<file path="config.mk">
export PLATFORM = sky130hd
export DESIGN_NAME = ex_mem_reg
export DESIGN_NICKNAME = d
export VERILOG_FILES = /design/src/rtl/ex_mem_reg.sv
export SDC_FILE = /design/constraint.sdc
export NUM_CORES = 1
export LEC_CHECK = 0
export ABC_CLOCK_PERIOD_IN_PS = 2100
export CAP_MARGIN = 15
export CORE_UTILIZATION = 35
export DETAILED_ROUTE_END_ITERATION = 10
export HOLD_SLACK_MARGIN = 0.03
export PLACE_DENSITY_LB_ADDON = 0.2
export SETUP_SLACK_MARGIN = 0.05
export SLEW_MARGIN = 15
export SYNTH_ARGS = -nofsm -noshare
export SYNTH_HDL_FRONTEND = slang
export SYNTH_SLANG_ARGS = --single-unit
export TNS_END_PERCENT = 10
</file>
<file path="constraint.sdc">
create_clock -name clk -period 2.1 [get_ports clk]
set_input_delay 0.42 -clock clk [delete_from_list [all_inputs] [get_ports clk]]
set_output_delay 0.42 -clock clk [all_outputs]
set_load 0.01 [all_outputs]
</file>
<file path="src/rtl/ex_mem_reg.sv">
// EX/MEM pipeline register with stall/flush handling, a stall watchdog FSM and
// saturating performance counters.
module ex_mem_reg #(
  parameter int unsigned DATA_W    = 32,
  parameter int unsigned REG_W     = 5,
  parameter int unsigned CNT_W     = 32,
  parameter int unsigned MAX_STALL = 16
) (
  input  logic              clk,
  input  logic              reset_n,
  input  logic              stall,
  input  logic              flush,
  input  logic              clr_status,
  input  logic              ex_valid,
  input  logic              ex_branch,
  input  logic              ex_zero,
  input  logic              ex_memread,
  input  logic              ex_memwrite,
  input  logic              ex_regwrite,
  input  logic              ex_memtoreg,
  input  logic [DATA_W-1:0] ex_alu_result,
  input  logic [DATA_W-1:0] ex_write_data,
  input  logic [DATA_W-1:0] ex_pcbranch,
  input  logic [REG_W-1:0]  ex_writereg,
  output logic              mem_valid,
  output logic              mem_branch,
  output logic              mem_zero,
  output logic              mem_memread,
  output logic              mem_memwrite,
  output logic              mem_regwrite,
  output logic              mem_memtoreg,
  output logic [DATA_W-1:0] mem_alu_result,
  output logic [DATA_W-1:0] mem_write_data,
  output logic [DATA_W-1:0] mem_pcbranch,
  output logic [REG_W-1:0]  mem_writereg,
  output logic [CNT_W-1:0]  stall_count,
  output logic [CNT_W-1:0]  bubble_count,
  output logic [CNT_W-1:0]  flush_count,
  output logic              stall_timeout,
  output logic [1:0]        reg_state
);

  localparam int unsigned RunW = $clog2(MAX_STALL + 1);
  localparam logic [RunW-1:0]  RunOne = RunW'(1);
  localparam logic [RunW-1:0]  RunMax = RunW'(MAX_STALL);
  localparam logic [CNT_W-1:0] CntOne = CNT_W'(1);

  typedef enum logic [1:0] {
    StRun     = 2'b00,
    StStall   = 2'b01,
    StTimeout = 2'b10
  } state_e;

  state_e            state_q, state_d;
  logic [RunW-1:0]   run_q, run_d;
  logic              valid_q, valid_d;
  logic [5:0]        ctrl_q, ctrl_d;
  logic [DATA_W-1:0] alu_q, alu_d;
  logic [DATA_W-1:0] wdata_q, wdata_d;
  logic [DATA_W-1:0] pcb_q, pcb_d;
  logic [REG_W-1:0]  wreg_q, wreg_d;
  logic [CNT_W-1:0]  stall_cnt_q, stall_cnt_d;
  logic [CNT_W-1:0]  bubble_cnt_q, bubble_cnt_d;
  logic [CNT_W-1:0]  flush_cnt_q, flush_cnt_d;
  logic              timeout_q, timeout_d;

  logic       load;
  logic [5:0] ex_ctrl;

  assign load    = !flush && !stall;
  assign ex_ctrl = {ex_branch, ex_zero, ex_memread, ex_memwrite, ex_regwrite, ex_memtoreg};

  function automatic logic [CNT_W-1:0] sat_inc(input logic [CNT_W-1:0] v);
    return (&v) ? v : v + CntOne;
  endfunction

  // Pipeline contents and counters
  always_comb begin
    valid_d      = valid_q;
    ctrl_d       = ctrl_q;
    alu_d        = alu_q;
    wdata_d      = wdata_q;
    pcb_d        = pcb_q;
    wreg_d       = wreg_q;
    stall_cnt_d  = stall_cnt_q;
    bubble_cnt_d = bubble_cnt_q;
    flush_cnt_d  = flush_cnt_q;

    if (flush) begin
      valid_d = 1'b0;
      ctrl_d  = '0;
    end else if (load) begin
      valid_d = ex_valid;
      ctrl_d  = ex_ctrl & {6{ex_valid}};
      alu_d   = ex_alu_result;
      wdata_d = ex_write_data;
      pcb_d   = ex_pcbranch;
      wreg_d  = ex_writereg;
    end

    if (stall && !flush)         stall_cnt_d  = sat_inc(stall_cnt_q);
    if (flush || (load && !ex_valid)) bubble_cnt_d = sat_inc(bubble_cnt_q);
    if (flush)                   flush_cnt_d  = sat_inc(flush_cnt_q);
  end

  // Watchdog FSM; a trip on the same edge as clr_status leaves the flag set.
  always_comb begin
    state_d   = state_q;
    run_d     = run_q;
    timeout_d = timeout_q && !clr_status;

    unique case (state_q)
      StRun: begin
        if (stall && !flush) begin
          state_d = StStall;
          run_d   = RunOne;
        end
      end
      StStall: begin
        if (!stall || flush) begin
          state_d = StRun;
          run_d   = '0;
        end else if (run_q == RunMax) begin
          state_d   = StTimeout;
          timeout_d = 1'b1;
        end else begin
          run_d = run_q + RunOne;
        end
      end
      StTimeout: begin
        if (!stall || flush) begin
          state_d = StRun;
          run_d   = '0;
        end else if (run_q != RunMax) begin
          run_d = run_q + RunOne;
        end
      end
      default: begin
        state_d = StRun;
        run_d   = '0;
      end
    endcase
  end

  always_ff @(posedge clk or negedge reset_n) begin
    if (!reset_n) begin
      state_q      <= StRun;
      run_q        <= '0;
      valid_q      <= 1'b0;
      ctrl_q       <= '0;
      alu_q        <= '0;
      wdata_q      <= '0;
      pcb_q        <= '0;
      wreg_q       <= '0;
      stall_cnt_q  <= '0;
      bubble_cnt_q <= '0;
      flush_cnt_q  <= '0;
      timeout_q    <= 1'b0;
    end else begin
      state_q      <= state_d;
      run_q        <= run_d;
      valid_q      <= valid_d;
      ctrl_q       <= ctrl_d;
      alu_q        <= alu_d;
      wdata_q      <= wdata_d;
      pcb_q        <= pcb_d;
      wreg_q       <= wreg_d;
      stall_cnt_q  <= stall_cnt_d;
      bubble_cnt_q <= bubble_cnt_d;
      flush_cnt_q  <= flush_cnt_d;
      timeout_q    <= timeout_d;
    end
  end

  // Gating by valid_q is redundant with the load path but guarantees no stray controls.
  assign mem_valid      = valid_q;
  assign mem_branch     = ctrl_q[5] & valid_q;
  assign mem_zero       = ctrl_q[4] & valid_q;
  assign mem_memread    = ctrl_q[3] & valid_q;
  assign mem_memwrite   = ctrl_q[2] & valid_q;
  assign mem_regwrite   = ctrl_q[1] & valid_q;
  assign mem_memtoreg   = ctrl_q[0] & valid_q;
  assign mem_alu_result = alu_q;
  assign mem_write_data = wdata_q;
  assign mem_pcbranch   = pcb_q;
  assign mem_writereg   = wreg_q;
  assign stall_count    = stall_cnt_q;
  assign bubble_count   = bubble_cnt_q;
  assign flush_count    = flush_cnt_q;
  assign stall_timeout  = timeout_q;
  assign reg_state      = state_q;

endmodule

</file>
======== After elaboration in Yosys (flattened, before gate mapping) ========
Cells that the tools add are included.
operators by class
  add/subtract/negate cells ............... 4
  eq/ne operators ......................... 9
  multiplexer cells ....................... 18
  bitwise gates (word level) .............. 11
  reductions and logical operators ........ 21
operator list
  cell                                            number
  adder 32 x 1 -> 32 bit (second input constant)  3
  AND reduction 32 bit                            3
  two-way mux 5 bit                               5
  case mux 5 bit (3 select lines)                 1
  two-way mux 6 bit                               2
  != test 3 bit (second input constant)           3
  two-way mux 2 bit                               4
  AND reduction 2 bit                             4
  AND 1 bit                                       6
  AND 6 bit                                       1
  case mux 2 bit (3 select lines)                 1
  AND reduction 3 bit                             2
  adder 5 x 1 -> 5 bit (second input constant)    1
  == test 5 bit (second input constant)           1
  two-way mux 1 bit                               5
  != test 5 bit (second input constant)           1
  logical AND 1 bit                               4
  logical NOT 1 bit                               4
  != test 2 bit (second input constant)           2
  inverter 1 bit                                  4
  == test 2 x 1 -> 1 bit (second input constant)  1
  == test 2 bit (second input constant)           1
  logical NOT 2 bit                               1
  logical OR 1 bit                                2
  nonzero test 2 bit                              1
storage, ports and cells
  register bits ........................... 212
  output and inout port bits .............. 207
  word-level logic and storage cells ...... 75

======== Depth between registers and ports, before layout ========
  depth in word-level cells ............... 5
  mapped depth ............................ 7
  depth with buffers taken out ............ 7

======== Worst setup path before layout ========
No wires, ideal clock.
  path kind ............................... reg2reg
  from .................................... register stall_cnt_q[26] (netlist: stall_count[26])
  to ...................................... register stall_cnt_q[1] (netlist: stall_count[1])
  setup time .............................. 0.128 ns
  arrival ................................. 1.938 ns
  required time ........................... 1.972 ns
  setup slack ............................. 0.035 ns
  stages on the path, launching flop included .. 6
  path buffers ............................ 0
  cells stage by stage .................... dfrtp_1 nand4_1 or4_4 nor4_4 nand2b_2 mux2_1
between the ends
  longest elaborated chain between the ends .. 3
RTL lines
  what                           line  source
  from (decl)                    62    logic [CNT_W-1:0] stall_cnt_q, stall_cnt_d;
  from (signal assigned)         168   stall_cnt_q <= stall_cnt_d;
  AND reduction 32 bit           74    return (&v) ? v : v + CntOne;
  inverter 1 bit (no line)       -
  AND reduction 2 bit (no line)  -
Every way passes these cells.
A chain may end at the register's enable or synchronous reset.

======== Worst setup path after layout ========
  from .................................... register flush_cnt_q[2] (netlist: flush_count[2])
  to ...................................... output port flush_count[2]
RTL lines
  what                    line  source
  from (decl)             64    logic [CNT_W-1:0] flush_cnt_q, flush_cnt_d;
  from (signal assigned)  170   flush_cnt_q <= flush_cnt_d;
  to (decl)               38    output logic [CNT_W-1:0] flush_count,
No word-level cell between the ends.

==> flow_summary.ini <==
[status]
status = finished clean

[timing]
max-slew-margin-rel_pct = 67.6
final_hold_viol_count = 0
report.final.slew_viol_count = 0
setup_viol = 0
clock_skew_ns = 0.00346
rsz0062_at_grt = true
min_period_over_period_pct = 95.3
tightestPinTransition_ns = 0.486
tns_ns = 0
fin_crit_ns = 2.00
max_freq_mhz = 500
whs_ns = 0.381

[finish]
antennaDiodeCount = 0
synthToLayoutAreaGrowth_pct = 54.7
fill_cells = 2260
final-seq-area_um2 = 5310
drive_gt1_share_pct = 21.0
fin_nets = 1286
fin_util_pct = 55.3
multi_input_area_um2 = 3900

[critical_path]
crit_family = buffers and inverters
worst_setup_path_start_kind = flip-flop
crit_arrival_ns = 1.58
critPathCaptureType = output pin
cpPeakStageDelay_ns = 0.59
critPathKind = flip-flop to output pin
slowest_stage = clkdlybuf4s50_1
required_ns = 1.68
crit_fanout = 9
cp_cell_sequence = clkdlybuf4s50_1
cp.buffers_inverters = 1

[synthesis]
seq_area_frac_synth_pct = 56.9
ys_types = 49
synth.top_cell.area_share_pct = 56.9
synth_cells = 761
synth_ff_type = dfrtp_1
yosysTopAreaCell = dfrtp_1
ys_warn_count = 0
synth_area_um2 = 9320
async_reset_ff_share_pct = 100
mappedNetlistNets = 884
ys_seq_elements = 212
synth_edf_count = 0
synthTopCellsByArea = dfrtp_1, mux2_2, xnor2_1
avgSynthCellArea_um2 = 12.2

[pwr]
ir_drop_v = 0.000509
power.total_uw = 12300
cellPowerDensity_nw_per_um2 = 853
leakage_uw = 0.00616

[min_path]
min_path_type = input port to asynchronous set/reset pin

[global_route]
grt_pass1_wl_um = 40900
grt_use_total_pct = 19.1
grt_pass1_vias = 7419
antenna_found_initial = 0
gr-total-overflow = 0
grt_max_degree = 69

[drt]
dr.pass1.iters = 4
antenna_left = 0
drt_iter0_markers = 392
route.detailed.drc = 0
post_drt_wl_per_cell_um = 17.2
finalWirelength_um = 26000
vias_per_cell = 4.88
vias = 7399

[clocking]
clk_pin_slew_ns = 0.06
clockBufferDepth = 3
cts_buffers = 24
cts-root-buf = clkbuf_16
h-tree-depth = 1
cts_tree = built
clk_latency_ns = 0.51
clock_sinks = 212

[placed_design]
dp_hpwl_um = 19300
place.gp.congestion = 0.795
port_buffers = 319

[floorplan]
ioPinCount = 320
initial_utilization_pct = 35.8
die_area_um2 = 27300
chipHeight_um = 165
die_w_um = 165
rows = 59
core_um2 = 26100

[flow_run]
cap_violations = 0
==> synthesized netlist by cell type, types with 2 or more instances <==
master and n:
o22ai_1 2, nand4b_1 3, o21ai_0 10, nand2_1 51, or3_1 2, nor4b_1 6, inv_1 8, clkbuf_1 19
xnor2_1 49, ha_1 10, nor4_1 5, nor2b_1 3, mux2_2 109, nor3_1 27, nand2b_1 2, and4bb_2 2
a22oi_1 6, a22o_1 2, dfrtp_1 212, xor2_1 36, nor2_1 40, nand3_1 42, and3_1 17, nor3_2 2
nor4_4 2, or2_2 6, nand4_1 43, a31oi_1 2, a21oi_1 4, and4_1 8, and2_1 13
==> placed cells by master, fill, tap and decap left out, types with 10 or more instances in the layout <==
cell type | synthesis | routed
and2_1 | 13 | 13
and3_1 | 17 | 17
buf_4 | 1 | 70
clkbuf_16 | 0 | 25
clkdlybuf4s50_1 | 0 | 312
dfrtp_1 | 212 | 211
ha_1 | 10 | 10
mux2_2 | 109 | 109
nand2_1 | 51 | 51
nand3_1 | 42 | 42
nand4_1 | 43 | 43
nor2_1 | 40 | 39
nor3_1 | 27 | 27
o21ai_0 | 10 | 10
xnor2_1 | 49 | 49
xor2_1 | 36 | 36
==> layout make-up <==
cell class,count,share of cell area (%)
repair buffers,398,27.0
clock buffers,36,5.18
well taps,335,2.91
multi-input cells,519,27.1
inverters,8,0.208
flip-flops and latches,212,36.8
clock inverters,8,0.833
==> sequential cells by signal, summed over array words and instances, names as in the netlist <==
name and flops:
stall_timeout 1, mem_valid 1, flush_count 32, reg_state 2, mem_alu_result 32, run_q 5
ctrl_q 6, bubble_count 32, mem_writereg 5, stall_count 32, mem_pcbranch 32, mem_write_data 32
==> kinds of logic after synthesis <==
logic type | count (synthesis) | share of synthesized area [%]
compound gates | 33 | 2.38
buf+inv | 30 | 1.26
simple gates | 280 | 16.7
mux | 111 | 13.4
fa+ha+maj | 10 | 1.34
flops | 212 | 56.9
xor+xnor | 85 | 7.99
==> metal layers <==
layer / track usage (%) / up-vias / part of all wire [%]
met5: 0 / - / 0
met4: 4.30 / 0 / 1.8
met3: 3.40 / 36 / 6.5
met2: 33.1 / 217 / 50
met1: 24.6 / 3624 / 42
li1: - / 3522 / -
==> worst register-to-register path, stage by stage (launching register included) <==
cell,delay (ns)
dfrtp_1,0.42
nand4_1,0.19
or4_4,0.58
nor4_4,0.17
nand2b_2,0.19
mux2_1,0.32
==> repair_timing <==
item	in CTS	in global routing
pin swaps	0	1
hold buffers	1	0
gates resized for setup	7	0
hold endpoints to repair	37	0
setup endpoints to repair	6	11
setup buffers	0	2
==> path summary, 6_finish.rpt <==
check	startpoint	endpoint	slack (ns)	depth (start not counted)
max	flush_count[2]	flush_count[2]	0.1	1
min	reset_n	stall_count[29]	0.38	2
max reg2reg	stall_count[24]	stall_count[1]	0.11	5
min reg2reg	flush_count[31]	flush_count[31]	0.50	1
max in group asynchronous	reset_n	bubble_count[1]	1.03	3
min in group clk	clr_status	stall_timeout	0.48	2
==> per-stage QoR <==
step | instances | cell area (um^2) | setup slack (ns)
after floorplan | 761 | 9320 | 0.0346
after global placement | 1469 | 13500 | -0.111
after detailed placement | 1469 | 13500 | -0.132
after CTS | 1514 | 14400 | 0.0695
after global routing | 1516 | 14400 | 0.00486
final | 1516 | 14400 | 0.0989
==> power breakdown <==
group,internal [uW],leakage [uW],switching (uW)
sequential,4580,0.00269,362
combinational,1670,0.00305,1170
clock,2820,0.000424,1700
Note: power is estimated with default switching activity, not from simulation.
